===== src/rtl/dmem_arbiter_pkg.sv =====
// Shared definitions for the data-memory arbiter: FSM state codes, read-owner codes,
// counter width and small helpers used by both the FSM and the top level.
package dmem_arbiter_pkg;

    // Arbiter mode
    localparam logic ST_CPU_PRI   = 1'b0;
    localparam logic ST_DMA_BURST = 1'b1;

    // Which requester owns the read data returning this cycle
    localparam logic [1:0] OWN_NONE = 2'd0;
    localparam logic [1:0] OWN_CPU  = 2'd1;
    localparam logic [1:0] OWN_DMA  = 2'd2;

    // Wait and beat counters only ever hold 0..15
    localparam int unsigned CNT_W = 4;

    typedef logic [CNT_W-1:0] cnt_t;

    // Increment that sticks at the limit instead of wrapping
    function automatic cnt_t sat_inc(input cnt_t val, input cnt_t limit);
        cnt_t res;
        if (val >= limit) begin
            res = limit;
        end else begin
            res = val + cnt_t'(1);
        end
        return res;
    endfunction

    // Owner of the read issued this cycle; writes and idle cycles own nothing
    function automatic logic [1:0] rd_owner_of(input logic cpu_gnt, input logic cpu_we,
                                               input logic dma_gnt, input logic dma_we);
        logic [1:0] own;
        own = OWN_NONE;
        if (cpu_gnt && !cpu_we) begin
            own = OWN_CPU;
        end else if (dma_gnt && !dma_we) begin
            own = OWN_DMA;
        end
        return own;
    endfunction

endpackage


===== src/rtl/dmem_arb_fsm.sv =====
// Grant decision for the shared data-memory port. CPU has fixed priority in normal
// mode; a starvation counter forces a DMA grant, and a locked DMA burst keeps the
// port for up to MAX_BURST beats.
module dmem_arb_fsm
    import dmem_arbiter_pkg::*;
#(
    parameter int unsigned MAX_WAIT  = 4,
    parameter int unsigned MAX_BURST = 8
) (
    input  logic clk,
    input  logic rst_n,
    input  logic cpu_req_i,
    input  logic dma_req_i,
    input  logic dma_lock_i,
    output logic cpu_gnt_o,
    output logic dma_gnt_o
);

    localparam cnt_t MaxWait  = cnt_t'(MAX_WAIT);
    localparam cnt_t MaxBurst = cnt_t'(MAX_BURST);
    // A one-beat burst is just a normal grant, so the lock never opens a burst then
    localparam bit   BurstEn  = (MAX_BURST > 1);

    logic state_q, state_d;
    cnt_t wait_q,  wait_d;
    cnt_t beat_q,  beat_d;

    logic cpu_gnt, dma_gnt;
    cnt_t beat_inc;

    assign beat_inc = beat_q + cnt_t'(1);

    // State and counter registers, synchronous active-low reset
    always_ff @(posedge clk) begin
        if (!rst_n) begin
            state_q <= ST_CPU_PRI;
            wait_q  <= '0;
            beat_q  <= '0;
        end else begin
            state_q <= state_d;
            wait_q  <= wait_d;
            beat_q  <= beat_d;
        end
    end

    // Next state, starvation counter and burst beat counter
    always_comb begin
        state_d = state_q;
        beat_d  = beat_q;

        // Counts only consecutive denied DMA cycles
        if (!dma_req_i || dma_gnt) begin
            wait_d = '0;
        end else begin
            wait_d = sat_inc(wait_q, MaxWait);
        end

        case (state_q)
            ST_CPU_PRI: begin
                if (BurstEn && dma_gnt && dma_lock_i) begin
                    state_d = ST_DMA_BURST;
                    beat_d  = cnt_t'(1);
                end else begin
                    beat_d  = '0;
                end
            end
            ST_DMA_BURST: begin
                if (!dma_req_i) begin
                    // Requester walked away: give the port back with no grant
                    state_d = ST_CPU_PRI;
                    beat_d  = '0;
                    wait_d  = '0;
                end else if (!dma_lock_i || beat_inc == MaxBurst) begin
                    // Last beat: either unlocked or the burst length cap is hit
                    state_d = ST_CPU_PRI;
                    beat_d  = '0;
                    wait_d  = '0;
                end else begin
                    beat_d  = beat_inc;
                end
            end
            default: begin
                state_d = ST_CPU_PRI;
                beat_d  = '0;
                wait_d  = '0;
            end
        endcase
    end

    // Grant decision from the current-cycle requests; nothing granted under reset
    always_comb begin
        cpu_gnt = 1'b0;
        dma_gnt = 1'b0;
        if (rst_n) begin
            case (state_q)
                ST_CPU_PRI: begin
                    if (dma_req_i && (wait_q == MaxWait)) begin
                        dma_gnt = 1'b1;
                    end else if (cpu_req_i) begin
                        cpu_gnt = 1'b1;
                    end else if (dma_req_i) begin
                        dma_gnt = 1'b1;
                    end
                end
                ST_DMA_BURST: begin
                    dma_gnt = dma_req_i;
                end
                default: begin
                    cpu_gnt = 1'b0;
                    dma_gnt = 1'b0;
                end
            endcase
        end
    end

    assign cpu_gnt_o = cpu_gnt;
    assign dma_gnt_o = dma_gnt;

endmodule


===== src/rtl/dmem_arbiter.sv =====
// Shares the 128-word data SRAM port between the core load/store path and a DMA /
// loader. Drives the active-low SRAM controls from the winner in the grant cycle and
// routes the registered read data back to whichever requester issued the read.
module dmem_arbiter
    import dmem_arbiter_pkg::*;
#(
    parameter int unsigned MAX_WAIT  = 4,
    parameter int unsigned MAX_BURST = 8,
    parameter int unsigned AW        = 7
) (
    input  logic          clk,
    input  logic          rst_n,
    // Core load/store side
    input  logic          cpu_req,
    input  logic          cpu_we,
    input  logic [AW-1:0] cpu_addr,
    input  logic [31:0]   cpu_wdata,
    output logic          cpu_gnt,
    output logic          cpu_stall,
    output logic          cpu_rvalid,
    output logic [31:0]   cpu_rdata,
    // DMA / loader side
    input  logic          dma_req,
    input  logic          dma_we,
    input  logic          dma_lock,
    input  logic [AW-1:0] dma_addr,
    input  logic [31:0]   dma_wdata,
    output logic          dma_gnt,
    output logic          dma_rvalid,
    output logic [31:0]   dma_rdata,
    // SRAM macro side
    output logic          CEN,
    output logic          WEN,
    output logic          OEN,
    output logic [AW-1:0] A,
    output logic [31:0]   Data2Mem,
    input  logic [31:0]   ReadDataMem
);

    logic       gnt_any;
    logic       sel_we;
    logic [1:0] rd_owner_q, rd_owner_d;

    dmem_arb_fsm #(
        .MAX_WAIT  (MAX_WAIT),
        .MAX_BURST (MAX_BURST)
    ) u_fsm (
        .clk        (clk),
        .rst_n      (rst_n),
        .cpu_req_i  (cpu_req),
        .dma_req_i  (dma_req),
        .dma_lock_i (dma_lock),
        .cpu_gnt_o  (cpu_gnt),
        .dma_gnt_o  (dma_gnt)
    );

    assign gnt_any   = cpu_gnt | dma_gnt;
    assign cpu_stall = cpu_req & ~cpu_gnt;

    // Memory drive: mux the winner's command onto the SRAM pins, park at zero when idle
    always_comb begin
        sel_we   = 1'b0;
        A        = '0;
        Data2Mem = '0;
        if (dma_gnt) begin
            sel_we   = dma_we;
            A        = dma_addr;
            Data2Mem = dma_wdata;
        end else if (cpu_gnt) begin
            sel_we   = cpu_we;
            A        = cpu_addr;
            Data2Mem = cpu_wdata;
        end
        CEN = ~gnt_any;
        WEN = ~(gnt_any & sel_we);
        OEN = ~(gnt_any & ~sel_we);
    end

    assign rd_owner_d = rd_owner_of(cpu_gnt, cpu_we, dma_gnt, dma_we);

    // Read-owner pipeline: remembers who issued the read so the data lands next cycle
    always_ff @(posedge clk) begin
        if (!rst_n) begin
            rd_owner_q <= OWN_NONE;
        end else begin
            rd_owner_q <= rd_owner_d;
        end
    end

    // Read return; gated by reset so a read caught in flight never reports valid
    always_comb begin
        cpu_rvalid = rst_n && (rd_owner_q == OWN_CPU);
        dma_rvalid = rst_n && (rd_owner_q == OWN_DMA);
        cpu_rdata  = cpu_rvalid ? ReadDataMem : 32'h0;
        dma_rdata  = dma_rvalid ? ReadDataMem : 32'h0;
    end

endmodule


===== config.mk =====
export PLATFORM = sky130hd
export DESIGN_NAME = dmem_arbiter
export DESIGN_NICKNAME = d
export VERILOG_FILES = /design/src/rtl/dmem_arbiter_pkg.sv /design/src/rtl/dmem_arb_fsm.sv /design/src/rtl/dmem_arbiter.sv
export SDC_FILE = /design/constraint.sdc
export NUM_CORES = 1
export LEC_CHECK = 0
export ABC_AREA = 1
export BUFFER_PORTS_ARGS = -buffer_cell sky130_fd_sc_hd__buf_2
export CORE_AREA = 2 2 89 91
export DETAILED_ROUTE_END_ITERATION = 12
export DIE_AREA = 0 0 91 93
export GPL_ROUTABILITY_DRIVEN = 0
export PLACE_DENSITY = 0.6
export REMOVE_ABC_BUFFERS = 1
export SLEW_MARGIN = 20
export SYNTH_ARGS = -nofsm -noshare
export SYNTH_HDL_FRONTEND = slang
export SYNTH_HIERARCHICAL = 1
export SYNTH_SLANG_ARGS = --single-unit

===== constraint.sdc =====
create_clock -name clk -period 3.5 [get_ports clk]
set_input_delay 0.175 -clock clk [delete_from_list [all_inputs] [get_ports clk]]
set_output_delay 0.175 -clock clk [all_outputs]
set_load 0.01 [all_outputs]

==> metrics.txt, run 1 <==
# TYPE chip_impl_metric gauge
chip_impl_metric{name="global_route.usage.total",unit="%"} 14.8
chip_impl_metric{name="place_hpwl",unit="mm"} 5.62
chip_impl_metric{name="finalNonFillerCells",unit=""} 629
chip_impl_metric{name="grt_pass1_vias",unit=""} 2384
chip_impl_metric{name="syn_area",unit="mm^2"} 0.00159
chip_impl_metric{name="ys_seq_elements",unit=""} 11
chip_impl_metric{name="clk_pin_slew",unit="ps"} 50
chip_impl_metric{name="clock_latency",unit="ps"} 240
chip_impl_metric{name="wl_met3",unit="um"} 685
chip_impl_metric{name="num_rows",unit=""} 32
chip_impl_metric{name="met2_wirelength",unit="mm"} 3.56
chip_impl_metric{name="worst-endpoint-arrival",unit="ps"} 2230
chip_impl_metric{name="cts_sinks",unit=""} 11
chip_impl_metric{name="syn2layout_area_growth",unit="%"} 74.9
chip_impl_metric{name="postCtsResizedCells",unit=""} 0
chip_impl_metric{name="core_area",unit="mm^2"} 0.00753
chip_impl_metric{name="boundaryPins",unit=""} 228
chip_impl_metric{name="remaining_drc_errors",unit=""} 0
chip_impl_metric{name="ctsHtreeMaxLevel",unit=""} 1
chip_impl_info{name="rsz0062_at_grt",value="false"} 1
chip_impl_info{name="critical_path.slowest_cell",value="sky130_fd_sc_hd__buf_4"} 1
chip_impl_metric{name="syn-instance-count",unit=""} 314
chip_impl_info{name="min_path_type",value="input pin to flop"} 1
chip_impl_metric{name="yosysSeqAreaShare",unit="%"} 13.8
chip_impl_metric{name="die_y",unit="um"} 93
chip_impl_info{name="worst-setup-path-type",value="flop to output pin"} 1
chip_impl_metric{name="rrSetupSlack",unit="ps"} 1910
chip_impl_metric{name="synth.avg_cell_area",unit="um^2"} 5.08
chip_impl_metric{name="cts-root-to-sink-buffers",unit=""} 2
chip_impl_metric{name="routedLengthMet1",unit="mm"} 2.48
chip_impl_metric{name="grt_pass1_wl",unit="mm"} 10.6
chip_impl_metric{name="die_area",unit="mm^2"} 0.00846
chip_impl_metric{name="number_of_hold_slack_violations_in_the_final_timing_report",unit=""} 0
chip_impl_metric{name="power.leakage",unit="nW"} 2.02
chip_impl_metric{name="effective_utilization_at_floorplan",unit="%"} 21.2
chip_impl_metric{name="min_period_over_period",unit="%"} 68.6
chip_impl_metric{name="post-route-min-period",unit="ps"} 2400
chip_impl_metric{name="layout.nets",unit=""} 648
chip_impl_metric{name="drt-pass1-iter-count",unit=""} 4
chip_impl_metric{name="critical-path-max-stage-delay",unit="ps"} 390
chip_impl_metric{name="die-width",unit="um"} 91
chip_impl_metric{name="post_route_cells_drive_above_1_share",unit="%"} 46.3
chip_impl_info{name="clockRootBuffer",value="sky130_fd_sc_hd__clkbuf_8"} 1
chip_impl_info{name="path_cells",value="inv_1 > ha_1 > nand3_2 > a31oi_4 > buf_4 > inv_2 > nand2_1 > nand3_1 > buf_2"} 1
chip_impl_metric{name="post_drt_via_cell_ratio",unit=""} 4.19
chip_impl_metric{name="power.ir.vdd_worst",unit="mV"} 0.0861
chip_impl_metric{name="timing.setup.tns",unit="ps"} 0
chip_impl_info{name="clock_tree_from_tritoncts",value="done"} 1
chip_impl_metric{name="ys_warn_count",unit=""} 6
chip_impl_metric{name="finalSetupViolations",unit=""} 0
chip_impl_metric{name="number_of_antenna_violations_at_the_first_check_in_global_routing",unit=""} 0
chip_impl_metric{name="detail_route.iter0.violations",unit=""} 72
chip_impl_info{name="run_status",value="finished clean"} 1
chip_impl_metric{name="detail_route.wl_per_cell",unit="um"} 10.7
chip_impl_metric{name="critical_path.max_fanout",unit=""} 44
chip_impl_metric{name="antenna_cells_inserted",unit=""} 0
chip_impl_metric{name="cts-buffers-inserted",unit=""} 3
chip_impl_metric{name="timing_worst_slew_pin_value",unit="ps"} 619
chip_impl_metric{name="cts_hold_buf",unit=""} 0
chip_impl_info{name="route.top_layer_used",value="met4"} 1
chip_impl_metric{name="maxSlewHeadroom",unit="%"} 58.7
chip_impl_metric{name="peak_freq",unit="GHz"} 0.416
chip_impl_metric{name="detail-route-antenna-nets",unit=""} 0
chip_impl_metric{name="critical_path_required",unit="ps"} 3320
chip_impl_metric{name="post-cts-setup-buffers",unit=""} 0
chip_impl_metric{name="slew_viol_final",unit=""} 0
chip_impl_metric{name="globalRoute.totalOverflow",unit=""} 0
chip_impl_metric{name="route.vias.total",unit=""} 2636
chip_impl_metric{name="place.detailed.instances",unit=""} 625
chip_impl_metric{name="port_buffers",unit=""} 227
chip_impl_metric{name="timing.clock.skew",unit="ps"} 1.23
chip_impl_metric{name="power_density_of_the_placed_cells",unit="mW/mm^2"} 170
chip_impl_metric{name="routed_wl",unit="mm"} 6.76
chip_impl_metric{name="largest_net_degree_at_the_start_of_global_routing",unit=""} 45
chip_impl_metric{name="synth_cell_type_count",unit=""} 23
chip_impl_info{name="cp-end-kind",value="output pin"} 1
chip_impl_info{name="worstSetupStartpointType",value="flop"} 1
chip_impl_metric{name="max_cap_violations",unit=""} 0
-- stage by stage --
| stage | total power, mW | setup slack (ps) | hold slack (ps) | cell area, um^2 | utilization, % |
|---|---|---|---|---|---|
| 2_1_floorplan | 0.229 | 812 | 306 | 1460 | - |
| 3_3_place_gp | 0.349 | 1330 | 424 | 2740 | 36.4 |
| 3_5_place_dp | 0.350 | 1310 | 427 | 2740 | 36.4 |
| 4_1_cts | 0.482 | 1040 | 176 | 2790 | 37.0 |
| 5_1_grt | 0.513 | 825 | 191 | 2790 | 37.0 |
| 6_report | 0.473 | 1100 | 184 | 2790 | 37.0 |
-- logic make-up after synthesis --
kind of cell | after synthesis | share of synthesized area, %
other | 1 | 0.235
adder cells (fa/ha/maj) | 3 | 2.36
XOR/XNOR | 1 | 0.550
flip-flops | 11 | 13.8
buffers and inverters | 73 | 21.2
AND/OR/NAND/NOR | 221 | 59.6
AO/OA/AOI/OAI | 4 | 2.28
-- metal layers --
metal  up-vias  GRT usage, %
met1      1128          15.6
met5         -             0
met2       143          29.8
met4         0          2.40
li1       1360             -
met3         5          3.46
-- registers in the layout, summed over array words and instances (netlist names) --
name	cells
u_fsm/wait_q	4
u_fsm/beat_q	4
u_fsm/state_q	1
rd_owner_q	2
-- power breakdown --
part | switching [mW] | internal (mW) | leakage [nW]
sequential | 0.00247 | 0.129 | 0.0895
clock | 0.0466 | 0.0799 | 0.0228
combinational | 0.117 | 0.0982 | 1.90
-- path summary, 6_finish.rpt --
| check | start | endpoint | depth (start not counted) |
|---|---|---|---|
| worst min-delay path | cpu_we | rd_owner_q[1]$_SDFF_PP0_ | 3 |
| worst min register to register | u_fsm/wait_q[0]$_SDFF_PN0_ | u_fsm/wait_q[0]$_SDFF_PN0_ | 3 |
| worst max register to register | u_fsm/wait_q[0]$_SDFF_PN0_ | rd_owner_q[1]$_SDFF_PP0_ | 8 |
| worst max-delay path | u_fsm/wait_q[0]$_SDFF_PN0_ | WEN | 9 |
-- layout by cell type (no fill, tap or decap), drive strengths merged --
cell / instances
ha: 3
and3: 1
nor2: 74
o2111a: 1
nand2: 93
inv: 53
dfxtp: 11
o31ai: 1
nand3: 50
xnor2: 1
nand4: 2
a21oi: 1
clkbuf: 4
buf: 229
nand3b: 1
a31oi: 1
conb: 1
-- cells in the mapped netlist, drive strengths merged --
master	count	area (um^2)
nand3	50	285
ha	3	37.5
clkbuf	1	3.75
inv	53	199
a21oi	1	5.00
buf	19	135
nand2	93	359
o2111a	1	11.3
a31oi	1	12.5
conb	1	3.75
nor2	74	278
nand3b	1	7.51
o31ai	1	7.51
dfxtp	11	220
and3	1	7.51
xnor2	1	8.76
nand4	2	12.5
-- critical path, delay by kind of cell (launching register included) --
family | cells | cell delay (ps)
flip-flops | 1 | 300
adder cells (fa/ha/maj) | 1 | 160
AND/OR/NAND/NOR | 3 | 410
buffers and inverters | 4 | 970
AO/OA/AOI/OAI | 1 | 140
-- area by class of cell --
class / count / area [um^2]
multi-input combinational: 230 / 1040
tap: 102 / 128
fill: 861 / 4740
sequential: 11 / 220
inverter: 53 / 199
timing repair buffer: 229 / 1150
clock buffer: 4 / 45.0
(Power assumes the default switching activity.)
==> inputs of run 2 (changes only) <==
--- a/config.mk
+++ b/config.mk
@@ -7,11 +7,11 @@
 export LEC_CHECK = 0
 export ABC_AREA = 1
 export BUFFER_PORTS_ARGS = -buffer_cell sky130_fd_sc_hd__buf_2
-export CORE_AREA = 2 2 89 91
+export CORE_AREA = 2 2 88 90
 export DETAILED_ROUTE_END_ITERATION = 12
-export DIE_AREA = 0 0 91 93
+export DIE_AREA = 0 0 90 92
 export GPL_ROUTABILITY_DRIVEN = 0
-export PLACE_DENSITY = 0.6
+export PLACE_DENSITY = 0.64
 export REMOVE_ABC_BUFFERS = 1
 export SLEW_MARGIN = 20
 export SYNTH_ARGS = -nofsm -noshare
==> constraint.sdc (replaced) <==
create_clock -name clk -period 2.1 [get_ports clk]
set_input_delay 0.105 -clock clk [delete_from_list [all_inputs] [get_ports clk]]
set_output_delay 0.105 -clock clk [all_outputs]
set_load 0.01 [all_outputs]
==> run 2 against run 1 <==
  * Clock power is 63% higher
  * Final area is 0.67% higher
  * Combinational power is 70% higher
  * Non-clock buffer count stayed put
  * Clock skew hardly changed
  * Count of clock-buffer cells in the layout stayed put
  * Critical path type unchanged
  * Critical endpoint is now OEN
  * Largest cell class unchanged
  * Largest power group unchanged
  * Highest routed layer unchanged
==> metrics.txt, run 2 (same netlist as run 1, synthesis figures left out) <==
# TYPE chip_impl_metric gauge
chip_impl_metric{name="power_density_of_the_placed_cells",unit="mW/mm^2"} 281
chip_impl_metric{name="clock_latency",unit="ps"} 230
chip_impl_metric{name="grt_pass1_vias",unit=""} 2413
chip_impl_metric{name="remaining_drc_errors",unit=""} 0
chip_impl_info{name="cp-end-kind",value="output pin"} 1
chip_impl_metric{name="power.leakage",unit="nW"} 2.02
chip_impl_metric{name="port_buffers",unit=""} 227
chip_impl_metric{name="critical_path_buffer_and_inverter_count",unit=""} 3
chip_impl_metric{name="multiInputGateArea",unit="mm^2"} 0.00104
chip_impl_metric{name="rrSetupSlack",unit="ps"} 650
chip_impl_metric{name="syn2layout_area_growth",unit="%"} 76.1
chip_impl_metric{name="critical_path_required",unit="ps"} 2000
chip_impl_metric{name="worst-endpoint-arrival",unit="ps"} 1810
chip_impl_metric{name="power.ir.vdd_worst",unit="mV"} 0.165
chip_impl_info{name="hold-path-endpoint",value="rd_owner_q[1]$_SDFF_PP0_"} 1
chip_impl_metric{name="finish.instance_area",unit="mm^2"} 0.00281
chip_impl_metric{name="largest_net_degree_at_the_start_of_global_routing",unit=""} 44
chip_impl_metric{name="post_route_cells_drive_above_1_share",unit="%"} 46.3
chip_impl_metric{name="antenna_cells_inserted",unit=""} 0
chip_impl_metric{name="min_period_over_period",unit="%"} 91.1
chip_impl_info{name="registers_with_the_most_flip_flops",value="u_fsm/beat_q x4, u_fsm/wait_q x4, rd_owner_q x2"} 1
chip_impl_info{name="mostFrequentLayoutCells",value="sky130_fd_sc_hd__buf_2, sky130_fd_sc_hd__nand2_1, sky130_fd_sc_hd__nor2_1, sky130_fd_sc_hd__inv_1, sky130_fd_sc_hd__nand3_1"} 1
chip_impl_metric{name="cts_sinks",unit=""} 11
chip_impl_metric{name="clk_pin_slew",unit="ps"} 50
chip_impl_info{name="mostFrequentLayoutCell",value="sky130_fd_sc_hd__buf_2"} 1
chip_impl_info{name="clockRootBuffer",value="sky130_fd_sc_hd__clkbuf_8"} 1
chip_impl_metric{name="num_rows",unit=""} 32
chip_impl_info{name="path_cells",value="inv_1 > ha_1 > nand3_2 > a31oi_4 > buf_6 > nand2_1 > nand2_1 > nand2_1 > buf_2"} 1
chip_impl_info{name="clock_tree_from_tritoncts",value="done"} 1
chip_impl_metric{name="die_area",unit="mm^2"} 0.00828
chip_impl_metric{name="die-width",unit="um"} 90
chip_impl_metric{name="route.vias.total",unit=""} 2619
chip_impl_metric{name="cts-buffers-inserted",unit=""} 3
chip_impl_metric{name="number_of_hold_slack_violations_in_the_final_timing_report",unit=""} 0
chip_impl_metric{name="detail_route.iter0.violations",unit=""} 62
chip_impl_metric{name="peak_freq",unit="GHz"} 0.523
chip_impl_info{name="min_path_type",value="input pin to flop"} 1
chip_impl_info{name="worst-setup-path-type",value="flop to output pin"} 1
chip_impl_info{name="timing.rr.start",value="u_fsm/wait_q[0]$_SDFF_PN0_"} 1
chip_impl_metric{name="finalSetupViolations",unit=""} 0
chip_impl_metric{name="core_area",unit="mm^2"} 0.00745
chip_impl_metric{name="timing.setup.tns",unit="ps"} 0
chip_impl_metric{name="detail-route-antenna-nets",unit=""} 0
chip_impl_metric{name="slew_viol_final",unit=""} 0
chip_impl_metric{name="routed_wl",unit="mm"} 6.61
chip_impl_metric{name="timing.reg2reg.worst_path_depth",unit=""} 8
chip_impl_metric{name="detail_route.wl_per_cell",unit="um"} 10.5
chip_impl_metric{name="post-cts-setup-buffers",unit=""} 0
chip_impl_metric{name="global_route.usage.total",unit="%"} 15.1
chip_impl_info{name="min_from",value="dma_we"} 1
chip_impl_metric{name="grt_pass1_wl",unit="mm"} 10.7
chip_impl_info{name="run_status",value="finished clean"} 1
chip_impl_metric{name="place_hpwl",unit="mm"} 5.52
chip_impl_metric{name="layout.nets",unit=""} 648
chip_impl_metric{name="post_drt_via_cell_ratio",unit=""} 4.16
chip_impl_metric{name="boundaryPins",unit=""} 228
chip_impl_info{name="critPathMostFrequentCell",value="sky130_fd_sc_hd__nand2_1"} 1
chip_impl_metric{name="critical_path.max_fanout",unit=""} 43
chip_impl_info{name="worstSetupStartpointType",value="flop"} 1
chip_impl_metric{name="area.sequential",unit="um^2"} 220
chip_impl_metric{name="cts-root-to-sink-buffers",unit=""} 2
chip_impl_metric{name="globalRoute.totalOverflow",unit=""} 0
chip_impl_metric{name="place_area",unit="mm^2"} 0.00276
chip_impl_metric{name="timing.clock.skew",unit="ps"} 1.34
chip_impl_metric{name="drt-pass1-iter-count",unit=""} 4
chip_impl_info{name="r2r_end",value="rd_owner_q[1]$_SDFF_PP0_"} 1
chip_impl_metric{name="max_cap_violations",unit=""} 0
chip_impl_metric{name="die_y",unit="um"} 92
chip_impl_info{name="critical_path.slowest_cell",value="sky130_fd_sc_hd__dfxtp_1"} 1
chip_impl_metric{name="ctsHtreeMaxLevel",unit=""} 1
chip_impl_info{name="path_delay_family",value="buffers and inverters"} 1
chip_impl_metric{name="hold_path_depth",unit=""} 4
chip_impl_info{name="rsz0062_at_grt",value="false"} 1
chip_impl_metric{name="layout.filler_cells",unit=""} 842
chip_impl_metric{name="number_of_antenna_violations_at_the_first_check_in_global_routing",unit=""} 0
chip_impl_metric{name="effective_utilization_at_floorplan",unit="%"} 21.4
chip_impl_metric{name="critical-path-max-stage-delay",unit="ps"} 310
chip_impl_metric{name="post-route-min-period",unit="ps"} 1910
run 2: cell counts in the layout (fill, tap and decap cells not counted):
No cell type changed its count.
run 2: worst max path at each step:
stage          cells past startpoint  endpoint                  startpoint
5_1_grt                            9       OEN  u_fsm/wait_q[0]$_SDFF_PN0_
6_report                           9       OEN  u_fsm/wait_q[0]$_SDFF_PN0_
4_1_cts                            8       OEN  u_fsm/wait_q[0]$_SDFF_PN0_
3_5_place_dp                       8       OEN  u_fsm/wait_q[0]$_SDFF_PN0_
3_3_place_gp                       9       OEN  u_fsm/wait_q[0]$_SDFF_PN0_
2_1_floorplan                      7       WEN  u_fsm/wait_q[0]$_SDFF_PN0_
run 2: cell type report:
class	instances	area share, %
timing repair buffer	229	41.6
multi-input combinational	230	37.2
clock buffer	4	1.60
sequential	11	7.85
tap	102	4.55
inverter	53	7.18
run 2: report_power, final:
part           switching (mW)  internal (mW)
sequential            0.00413          0.215
combinational           0.197          0.168
clock                  0.0731          0.133
run 2: tightest hold or removal path, cell delays in order:
cell                      delay (ps)
sky130_fd_sc_hd__buf_2            70
sky130_fd_sc_hd__inv_1            40
sky130_fd_sc_hd__nand3_1          60
sky130_fd_sc_hd__nor2_1           30
run 2: repair_timing:
| item | CTS | global route |
|---|---|---|
| gates resized for setup | 0 | 3 |
| hold buffers | 0 | 0 |
| endpoints found under the setup margin | 0 | 39 |
run 2: metal layers:
layer  global-route usage [%]  up-vias  part of all wire, %
met3                     3.37        4                   10
met2                     29.7      146                   50
met1                     16.7     1107                   39
met4                     2.56        0                 0.61
li1                         -     1362                    -
met5                        0        -                    0
run 2: stage by stage:
stage / worst slack, ps / cells / power (mW) / hold WS [ps] / utilization [%]
finish: 188 / 629 / 0.789 / 116 / 37.7
global route: 37.2 / 629 / 0.858 / 146 / 37.7
CTS: 2.80 / 629 / 0.801 / 110 / 37.6
detailed placement: 261 / 625 / 0.587 / 362 / 37.0
global placement: 296 / 625 / 0.584 / 361 / 37.0
floorplan: -518 / 294 / 0.381 / 236 / -
==> inputs of run 3 (changes only) <==
--- a/config.mk
+++ b/config.mk
@@ -5,13 +5,13 @@
 export SDC_FILE = /design/constraint.sdc
 export NUM_CORES = 1
 export LEC_CHECK = 0
-export ABC_AREA = 1
 export BUFFER_PORTS_ARGS = -buffer_cell sky130_fd_sc_hd__buf_2
-export CORE_AREA = 2 2 88 90
+export CORE_AREA = 2 2 89 91
+export CTS_CLUSTER_SIZE = 16
 export DETAILED_ROUTE_END_ITERATION = 12
-export DIE_AREA = 0 0 90 92
+export DIE_AREA = 0 0 91 93
 export GPL_ROUTABILITY_DRIVEN = 0
-export PLACE_DENSITY = 0.64
+export PLACE_DENSITY = 0.59
 export REMOVE_ABC_BUFFERS = 1
 export SLEW_MARGIN = 20
 export SYNTH_ARGS = -nofsm -noshare
==> run 3 against run 2 <==
  * Count of clock-buffer cells in the layout is the same
  * Via count decreased by 7.7%
  * Global-route usage down 0.56 points
  * Critical endpoint is now Data2Mem[7]
  * Sequential share of layout area about the same
  * Clock power barely moved
  * Synthesized cell count shrank 30%
  * Synthesized area decreased by 14%
  * Largest cell class unchanged
  * First-iteration DRC count is 19% lower
  * Final cell count decreased by 13%
  * Final area rose by 0.13%
  * Highest routed layer unchanged
  * Critical path type unchanged
==> metrics.txt, run 3 <==
# TYPE chip_impl_metric gauge
chip_impl_info{name="run_status",value="finished clean"} 1
chip_impl_metric{name="layout.nets",unit=""} 566
chip_impl_info{name="min_path_type",value="input pin to flop"} 1
chip_impl_metric{name="finish.utilization",unit="%"} 37.3
chip_impl_metric{name="cts-buffers-inserted",unit=""} 3
chip_impl_metric{name="timing.setup.tns",unit="ps"} 0
chip_impl_metric{name="power_density_of_the_placed_cells",unit="mW/mm^2"} 315
chip_impl_metric{name="power.ir.vdd_worst",unit="mV"} 0.140
chip_impl_metric{name="p_total",unit="mW"} 0.885
chip_impl_metric{name="clk_pin_slew",unit="ps"} 50
chip_impl_info{name="synth_area_leaders",value="sky130_fd_sc_hd__a22o_1, sky130_fd_sc_hd__nor2_1, sky130_fd_sc_hd__dfxtp_1, sky130_fd_sc_hd__nand2_1, sky130_fd_sc_hd__buf_2"} 1
chip_impl_info{name="registers_with_the_most_flip_flops",value="u_fsm/beat_q x4, u_fsm/wait_q x4, rd_owner_q x2"} 1
chip_impl_info{name="combinational_family_with_the_most_area_after_synthesis",value="simple AND/OR/NAND/NOR gates"} 1
chip_impl_metric{name="ys_seq_elements",unit=""} 11
chip_impl_metric{name="synthArstFlopShare",unit="%"} 0
chip_impl_metric{name="syn-instance-count",unit=""} 220
chip_impl_metric{name="netlist.area_leader.share",unit="%"} 23.7
chip_impl_info{name="yosys_most_used_dff",value="sky130_fd_sc_hd__dfxtp_1"} 1
chip_impl_metric{name="drt-pass1-iter-count",unit=""} 4
chip_impl_metric{name="syn2layout_area_growth",unit="%"} 105
chip_impl_metric{name="largest_net_degree_at_the_start_of_global_routing",unit=""} 45
chip_impl_metric{name="finalWorstSetupSlack",unit="ps"} 49.3
chip_impl_metric{name="number_of_antenna_violations_at_the_first_check_in_global_routing",unit=""} 0
chip_impl_metric{name="grt_pass1_wl",unit="mm"} 10.2
chip_impl_info{name="mostFrequentLayoutCells",value="sky130_fd_sc_hd__buf_2, sky130_fd_sc_hd__nor2_1, sky130_fd_sc_hd__nand2_1, sky130_fd_sc_hd__a22o_1, sky130_fd_sc_hd__dfxtp_1"} 1
chip_impl_metric{name="finalSetupViolations",unit=""} 0
chip_impl_info{name="cp-end-kind",value="output pin"} 1
chip_impl_metric{name="detail_route.wl_per_cell",unit="um"} 14.0
chip_impl_info{name="clockRootBuffer",value="sky130_fd_sc_hd__clkbuf_8"} 1
chip_impl_metric{name="global_route.usage.total",unit="%"} 14.6
chip_impl_metric{name="die_area",unit="mm^2"} 0.00846
chip_impl_metric{name="ctsHtreeMaxLevel",unit=""} 1
chip_impl_info{name="worstSetupStartpointType",value="flop"} 1
chip_impl_metric{name="timing.clock.skew",unit="ps"} 2.82
chip_impl_metric{name="remaining_drc_errors",unit=""} 0
chip_impl_metric{name="synth.avg_cell_area",unit="um^2"} 6.23
chip_impl_metric{name="die_y",unit="um"} 93
chip_impl_info{name="crit_path_start",value="u_fsm/wait_q[0]$_SDFF_PN0_"} 1
chip_impl_metric{name="yosysSeqAreaShare",unit="%"} 16.1
chip_impl_info{name="post-synth-top-count-cell",value="sky130_fd_sc_hd__nor2_1"} 1
chip_impl_info{name="mostFrequentLayoutCell",value="sky130_fd_sc_hd__buf_2"} 1
chip_impl_metric{name="grt_pass1_vias",unit=""} 2100
chip_impl_metric{name="detail_route.iter0.violations",unit=""} 50
chip_impl_metric{name="peak_freq",unit="GHz"} 0.488
chip_impl_metric{name="globalRoute.totalOverflow",unit=""} 0
chip_impl_metric{name="post_synth_and_or_nand_nor_area_fraction",unit="%"} 38.6
chip_impl_metric{name="detail-route-antenna-nets",unit=""} 0
chip_impl_metric{name="synth.area.mux_share",unit="%"} 0.822
chip_impl_metric{name="slew_viol_final",unit=""} 0
chip_impl_metric{name="max_cap_violations",unit=""} 0
chip_impl_metric{name="synth-xor-area-share",unit="%"} 1.28
chip_impl_info{name="timing.rr.start",value="u_fsm/beat_q[0]$_SDFF_PN0_"} 1
chip_impl_metric{name="core_area",unit="mm^2"} 0.00753
chip_impl_metric{name="place_hpwl",unit="mm"} 5.69
chip_impl_metric{name="cts_sinks",unit=""} 11
chip_impl_metric{name="min_period_over_period",unit="%"} 97.7
chip_impl_metric{name="route.vias.total",unit=""} 2418
chip_impl_metric{name="ys_warn_count",unit=""} 6
chip_impl_info{name="clock_tree_from_tritoncts",value="done"} 1
chip_impl_metric{name="power.leakage",unit="nW"} 1.68
chip_impl_info{name="synth.cells.most_frequent",value="sky130_fd_sc_hd__nor2_1, sky130_fd_sc_hd__nand2_1, sky130_fd_sc_hd__a22o_1, sky130_fd_sc_hd__buf_2, sky130_fd_sc_hd__dfxtp_1"} 1
chip_impl_metric{name="worst-endpoint-arrival",unit="ps"} 1950
chip_impl_metric{name="place.detailed.instances",unit=""} 534
chip_impl_metric{name="boundaryPins",unit=""} 228
chip_impl_metric{name="critical_path_required",unit="ps"} 2000
chip_impl_metric{name="clock_latency",unit="ps"} 240
chip_impl_info{name="min_from",value="dma_lock"} 1
chip_impl_metric{name="synthesized_area_fraction_occupied_by_adder_cells",unit="%"} 2.74
chip_impl_metric{name="port_buffers",unit=""} 227
chip_impl_metric{name="post-route-min-period",unit="ps"} 2050
chip_impl_metric{name="finalNonFillerCells",unit=""} 547
chip_impl_metric{name="post_route_cells_drive_above_1_share",unit="%"} 58.2
chip_impl_metric{name="critical_path.max_fanout",unit=""} 6
chip_impl_metric{name="num_rows",unit=""} 32
chip_impl_metric{name="synth_enable_flop_cells",unit=""} 0
chip_impl_metric{name="post_drt_via_cell_ratio",unit=""} 4.42
chip_impl_metric{name="cts_hold_buf",unit=""} 0
chip_impl_metric{name="die-width",unit="um"} 91
chip_impl_metric{name="routed_wl",unit="mm"} 7.64
chip_impl_info{name="synth.largest_area_cell",value="sky130_fd_sc_hd__a22o_1"} 1
chip_impl_metric{name="synth_compound_gate_area_share",unit="%"} 29.4
chip_impl_metric{name="number_of_hold_slack_violations_in_the_final_timing_report",unit=""} 0
chip_impl_metric{name="syn_area",unit="mm^2"} 0.00137
chip_impl_metric{name="antenna_cells_inserted",unit=""} 0
chip_impl_metric{name="placement.setup.worst_slack",unit="ps"} 159
chip_impl_metric{name="effective_utilization_at_floorplan",unit="%"} 18.2
chip_impl_metric{name="cts-root-to-sink-buffers",unit=""} 2
chip_impl_metric{name="synth_cell_type_count",unit=""} 34
chip_impl_info{name="worst-setup-path-type",value="flop to output pin"} 1
## run 3: kinds of logic after synthesis
| kind of cell | count (synthesis) |
|---|---|
| muxes | 1 |
| other | 1 |
| DFF | 11 |
| and+or+nand+nor | 125 |
| xor gates and xnor gates | 2 |
| AOI/OAI and AO/OA | 49 |
| buffers and inverters | 28 |
| adders and majority gates | 3 |
## run 3: worst paths after layout
check	endpoint	slack, ps	cells after the start
hold reg to reg	u_fsm/wait_q[0]$_SDFF_PN0_	420	1
setup / recovery	Data2Mem[7]	50	10
hold / removal	u_fsm/beat_q[0]$_SDFF_PN0_	160	3
setup reg to reg	u_fsm/beat_q[3]$_SDFF_PP0_	790	3
## run 3: cell type report
type                            count  area (um^2)
Fill cell                         821         4720
Timing Repair Buffer              242         1360
Multi-Input combinational cell    181         1030
Sequential cell                    11          221
Tap cell                          102          128
Clock buffer                        4         45.0
Inverter                            7         26.3
## run 3: repair_timing
item | 4_1_cts | 5_1_grt
gates resized for setup | 2 | 5
gates cloned | 0 | 6
endpoints found under the setup margin | 10 | 39
pin swaps | 0 | 4
setup buffers | 0 | 3
## run 3: metrics by stage
stage	cell area [um^2]	hold slack, ps
2_1_floorplan	1250	257
3_3_place_gp	2590	408
3_5_place_dp	2590	416
4_1_cts	2650	163
5_1_grt	2810	183
6_report	2810	162
## run 3: metal layers
metal / GRT usage [%] / vias to the layer above / routed length [um]
met5: 0 / - / 0
met4: 3.54 / 0 / 77
met3: 4.11 / 8 / 793
met2: 26.2 / 162 / 3830
met1: 17.1 / 1050 / 2940
li1: - / 1198 / -
## run 3: critical path: stages (launching register included)
cell,delay (ps)
sky130_fd_sc_hd__dfxtp_2,320
sky130_fd_sc_hd__inv_1,50
sky130_fd_sc_hd__ha_2,170
sky130_fd_sc_hd__a31oi_2,90
sky130_fd_sc_hd__buf_4,160
sky130_fd_sc_hd__nor2_4,170
sky130_fd_sc_hd__nor2b_4,80
sky130_fd_sc_hd__buf_12,150
sky130_fd_sc_hd__clkbuf_16,150
sky130_fd_sc_hd__a22o_4,230
sky130_fd_sc_hd__buf_6,120
## run 3: where the power goes
group	switching [mW]	internal, mW	total (mW)
combinational	0.222	0.237	0.459
sequential	0.00361	0.214	0.217
clock	0.0761	0.133	0.209
total	0.301	0.584	0.885
